==> src/rtl/inst_fetch.sv <==
// Instruction-fetch stage: owns the PC, drives the instruction ROM, registers
// the returned word into IF/ID and produces the EPC write for handler entry.
module inst_fetch #(
  parameter logic [31:0] RESET_PC   = 32'h0000_0000,
  parameter logic [31:0] IRQ_VECTOR = 32'h0000_0004,
  parameter logic [31:0] EXC_VECTOR = 32'h0000_0008
) (
  input  logic        clk_i,
  input  logic        rst_n_i,
  input  logic        stall_i,
  input  logic        flush_i,
  input  logic        redirect_i,
  input  logic [31:0] redirect_pc_i,
  input  logic        irq_i,
  input  logic        exc_i,
  input  logic        eret_i,
  output logic [31:0] rom_addr_o,
  output logic        rom_ce_o,
  input  logic [31:0] rom_data_i,
  output logic [31:0] if_pc_o,
  output logic [31:0] if_inst_o,
  output logic        if_valid_o,
  output logic [31:0] epc_o,
  output logic        epc_we_o
);

  // Architectural state
  logic [31:0] pc_q;
  logic        in_handler_q;

  // Next-state values
  logic [31:0] pc_d, if_pc_d, if_inst_d, epc_d;
  logic        rom_ce_d, if_valid_d, epc_we_d, in_handler_d;

  // Per-cycle decisions
  logic enter;  // vector entry (exception, misaligned redirect or interrupt)
  logic load;   // IF/ID captures the word fetched at pc_q
  logic misaligned;

  assign rom_addr_o = pc_q;
  assign misaligned = redirect_i && !stall_i && (redirect_pc_i[1:0] != 2'b00);

  // Next-PC selection, IF/ID update and handler-entry bookkeeping
  always_comb begin
    // NOTE: every signal gets a default first so no path leaves it unassigned
    // (a missing default in always_comb would infer a latch).
    pc_d         = pc_q;
    if_pc_d      = if_pc_o;
    if_inst_d    = if_inst_o;
    if_valid_d   = if_valid_o;
    epc_d        = epc_o;
    epc_we_d     = 1'b0;
    in_handler_d = in_handler_q;
    rom_ce_d     = 1'b1;
    enter        = 1'b0;
    load         = 1'b0;

    if (rom_ce_o) begin
      if (exc_i) begin
        pc_d  = EXC_VECTOR;
        epc_d = if_pc_o + 32'd4;
        enter = 1'b1;
      end else if (misaligned) begin
        pc_d  = EXC_VECTOR;
        epc_d = redirect_pc_i;
        enter = 1'b1;
      end else if (irq_i && !in_handler_q && !stall_i) begin
        pc_d  = IRQ_VECTOR;
        // A redirect resolved this cycle must be the return point, otherwise
        // the instruction at PC is refetched after the handler.
        epc_d = redirect_i ? redirect_pc_i : pc_q;
        enter = 1'b1;
      end else if (stall_i) begin
        // PC and IF/ID hold; ID keeps any redirect asserted until unstalled.
      end else if (redirect_i) begin
        pc_d = redirect_pc_i;
        load = 1'b1;
      end else begin
        pc_d = pc_q + 32'd4;
        load = 1'b1;
      end

      if (enter) begin
        epc_we_d     = 1'b1;
        if_pc_d      = pc_q;
        if_inst_d    = 32'h0;
        if_valid_d   = 1'b0;
      end else if (load) begin
        if_pc_d      = pc_q;
        if_inst_d    = rom_data_i;
        if_valid_d   = 1'b1;
      end

      // Bubble from ID wins over whatever IF/ID would otherwise capture.
      if (flush_i) begin
        if_inst_d  = 32'h0;
        if_valid_d = 1'b0;
      end

      // Entry sets the flag; eret clears it, so an IRQ arriving with eret is
      // only seen on the following cycle.
      if (enter)       in_handler_d = 1'b1;
      else if (eret_i) in_handler_d = 1'b0;
    end
  end

  // State registers with asynchronous reset
  always_ff @(posedge clk_i or negedge rst_n_i) begin
    // NOTE: sequential state uses non-blocking assignments so every register
    // samples the pre-edge values regardless of statement order.
    if (!rst_n_i) begin
      pc_q         <= RESET_PC;
      rom_ce_o     <= 1'b0;
      if_pc_o      <= 32'h0;
      if_inst_o    <= 32'h0;
      if_valid_o   <= 1'b0;
      epc_o        <= 32'h0;
      epc_we_o     <= 1'b0;
      in_handler_q <= 1'b0;
    end else begin
      pc_q         <= pc_d;
      rom_ce_o     <= rom_ce_d;
      if_pc_o      <= if_pc_d;
      if_inst_o    <= if_inst_d;
      if_valid_o   <= if_valid_d;
      epc_o        <= epc_d;
      epc_we_o     <= epc_we_d;
      in_handler_q <= in_handler_d;
    end
  end

endmodule

==> config.mk <==
export PLATFORM = sky130hd
export DESIGN_NAME = inst_fetch
export DESIGN_NICKNAME = d
export VERILOG_FILES = /design/src/rtl/inst_fetch.sv
export SDC_FILE = /design/constraint.sdc
export NUM_CORES = 1
export LEC_CHECK = 0
export CORE_MARGIN = 5
export CORE_UTILIZATION = 35
export CTS_CLUSTER_SIZE = 16
export DETAILED_ROUTE_END_ITERATION = 16
export SLEW_MARGIN = 20
export SYNTH_ARGS = -nofsm -noshare
export SYNTH_HDL_FRONTEND = slang
export SYNTH_SLANG_ARGS = --single-unit
==> constraint.sdc <==
create_clock -name clk_i -period 2.9 [get_ports clk_i]
set_clock_uncertainty 0.2 [all_clocks]
set_input_delay 0.29 -clock clk_i [delete_from_list [all_inputs] [get_ports clk_i]]
set_output_delay 0.29 -clock clk_i [all_outputs]
set_load 0.005 [all_outputs]
==> results.md <==
- Chip height: around 150 microns
- Leak pwr: around 4.1 nW
- Core area: between 15,000 and 20,000 sq um
- Post-DP HPWL: 18.4 mm
- Startpoint Class: flip-flop
- Routed length per placed instance: 20.5 microns
- Vias in the first global route: approximately 6,400
- Sequential Power Share: 40.7%
- Grt total ovfl: 0
- Int Power: a little under 0.004 W
- RSZ-0062 raised after global routing: false
- Dpl cells: 1,191
- Pwr dens: about 560 nW/um^2
- Pre-antenna DRT Iters: 5
- Global-route wire length before repair: between 30 and 40 mm
- Setup TNS Final: 0 ns
- Synth top area cells: dfrtp_1 (48%), nand2_1 (7.7%), a22o_1 (4.7%), o21ai_0 (4.2%), nand3_1 (2.5%)
- Synth area leader: dfrtp_1
- I/O pins: between 200 and 250
- Netlist cell types: 60
- Psw: between 0.0015 and 0.002 W
- Crit-path slowest cell: nor4_2
- Clock latency at the later pin of the worst-skew pair: about 0.43 ns
- Critical path capture point type: flip-flop
- Reg2Reg Depth: 5
- Area Growth Syn to Fin: 43.8%
- Fin crit period: roughly 2.4 ns
- Fin crit share: 83.0%
- Crit path max fanout: 10
- Req. time, crit path: 3.00 ns
- CP cell instances: nand3_2 -> nor4_2 -> nand4_1 -> and3_1 -> or3_1
- Final setup viols: 0
- VDD IR max: 0.000341 V
- WP data arrival: roughly 2.5 ns
- Share of the synthesized area in the top cell type: approximately half
- Clk sink count: approximately 130
- Total routed wirelength: 25.1 mm
- Die Wd: approximately 150 microns
- Slew @ Worst Pin: around 0.67 ns
- Layout Cells excl Fill: between 1,000 and 1,500
- Iter 0 DRT Violations: approximately 500
- Max Cap Viol: 0
- Root buf cell: clkbuf_16
- Run status: finished clean
- DR vias/cell: between 5 and 6
- DP Worst Slack: ~0.33 ns
- Mapped cell area: roughly 7000 sq um
- H-tree levels: 4
- Syn_nets: 822
- Port Buf Inserts: 202
- Num CTS Buffers: 17
- EDFF count, synth: 0
- Layout Utilization: between 50% and 60%
- Synth warn: 0
- Antenna diodes: 0
- Clock Power Share: approximately two fifths
- Comb power frac: 18.7%
- Net Sw Frac: 28.3%
- Clk slew on worst S/H paths: about 0.060 ns
- Ys async rst share: between 90% and 100%
- CTS tree: yes
- Die ar.: 22,500 sq um
- GPL Wtd Cong: 0.879
- Yosys reg bits: between 100 and 150
- Total number of vias: around 6,700
- Slew HR: a little under three fifths
- Worst path max stage delay: 0.62 ns
- Drt drc: 0
- FP Rows: 51
- Share of cells above drive strength 1: 8.03%
- Pin count of the biggest net entering global routing: 61
- Starting Density: approximately 35%
- Nets: between 1,000 and 1,500
- Endpoints failing hold: 0
- Clk buf depth: 2
- Synth Flop Type: dfrtp_1
- Synth Instances: approximately 750
- Fmax: 0.415 GHz
- WS Path Type: reg -> reg
- PnR worst setup slack: 0.492 ns
- Seq/Total Area, Yosys: between 40% and 50%
- Syn Area/Cell: approximately 9.2 sq um
- Hold crit path type: in -> async
- Initial antenna violation count: 0
- Hold slack: ~0.21 ns
- Routed Antenna Nets: 0
- Final Slew Violations: 0
- GRT Resource Usage Total: 22.1%
per-stage QoR:
step	area [sq um]	power, W
floorplan	6860	0.00260
global placement	9260	0.00331
detailed placement	9260	0.00332
CTS	9870	0.00557
global route	9870	0.00575
finish	9870	0.00553
synth_stat cells (6+ instances only):
library cell    n
nor2_1         34
a211oi_1       17
buf_2          14
nor2b_1         8
and3_1          9
buf_1           6
xor2_1         11
dfrtp_1       132
a22o_1         37
xnor2_1        13
a221o_1        12
and4_1          7
nand2b_1       15
nor3_1         20
nand2_1       141
nand4_1        21
clkbuf_1       31
nand3_1        34
a31oi_1         6
mux2i_1        13
a21oi_1        19
inv_1           9
and2_1         10
o21ai_0        57
cell usage in the layout (no fill, tap or decap), drive strengths merged, types with 6 or more instances in the layout:
master,instances
nor2b,8
clkbuf,17
clkinv,7
buf,29
clkdlybuf4s50,200
xnor2,13
a211oi,17
mux2i,13
a31oi,6
and4,7
inv,13
nand2,142
and3,9
a22o,37
nand4,21
nor2,35
a221o,12
nor3,20
nand2b,15
nor4,7
o21ai,58
dfrtp,132
xor2,11
and2,10
a21oi,19
nand3,36
critical path, delay by kind of cell (launching register included):
family           cells  cell delay [ns]
DFF                  1             0.54
and+or+nand+nor      5             1.54
logic make-up (layout without fill, tap and decap cells):
group                      count (synthesis)  after routing  share of synthesized area (%)
other                                      1              1                         0.0546
and+or+nand+nor                          323            323                           23.1
DFF                                      132            132                           48.1
AOI/OAI and AO/OA                        190            190                           19.5
buffers and inverters                     62            273                           3.65
muxes                                     14             14                           2.06
xor gates and xnor gates                  24             24                           3.06
adders and majority gates                  2              2                          0.365
state kept, by name (all words and copies together), names as in the netlist:
| signal | flops |
|---|---|
| epc_we_o | 1 |
| rom_ce_o | 1 |
| if_inst_o | 32 |
| in_handler_q | 1 |
| epc_o | 32 |
| if_pc_o | 32 |
| rom_addr_o | 32 |
| if_valid_o | 1 |
path summary, 6_finish.rpt:
check	startpoint	endpoint	slack, ns
worst max-delay path	rom_addr_o[8]$_DFFE_PN0P_	rom_addr_o[27]$_DFFE_PN0P_	0.49
worst min-delay path	rst_n_i	epc_o[3]$_DFFE_PN0P_	0.21
worst max register to register	rom_addr_o[8]$_DFFE_PN0P_	rom_addr_o[27]$_DFFE_PN0P_	0.49
worst min register to register	if_valid_o$_DFFE_PN0P_	if_valid_o$_DFFE_PN0P_	0.28
max in group asynchronous	rst_n_i	if_inst_o[9]$_DFFE_PN0P_	1.48
min in group clk_i	rom_data_i[2]	if_inst_o[2]$_DFFE_PN0P_	0.27
repair_timing:
item / 4_1_cts / 5_1_grt
hold buffers: 1 / 0
buffers inserted: 0 / 0
gates resized for setup: 0 / 0
hold endpoints to repair: 58 / 0
cell type report:
| cell class | instances | area [sq um] |
|---|---|---|
| Clock buffer | 17 | 425 |
| Clock inverter | 15 | 180 |
| Sequential cell | 132 | 3300 |
| Tap cell | 265 | 332 |
| Timing Repair Buffer | 230 | 2270 |
| Fill cell | 1855 | 9530 |
| Inverter | 11 | 41.3 |
| Multi-Input combinational cell | 554 | 3320 |
routing by layer:
layer / up-vias / share of wire, % / global-route usage, %
li1: 3117 / - / -
met1: 3210 / 46 / 31.7
met2: 289 / 44 / 32.7
met3: 35 / 8.5 / 6.39
met4: 0 / 1.9 / 6.13
met5: - / 0 / 0
power groups by stage:
stage          combinational [W]  clock, W  sequential [W]
3_5_place_dp             0.00104         0         0.00228
6_report                 0.00104   0.00225         0.00225
5_1_grt                  0.00113   0.00234         0.00228
4_1_cts                  0.00105   0.00227         0.00225
2_1_floorplan           0.000371         0         0.00222
3_3_place_gp             0.00103         0         0.00228
(Power assumes the default switching activity.)
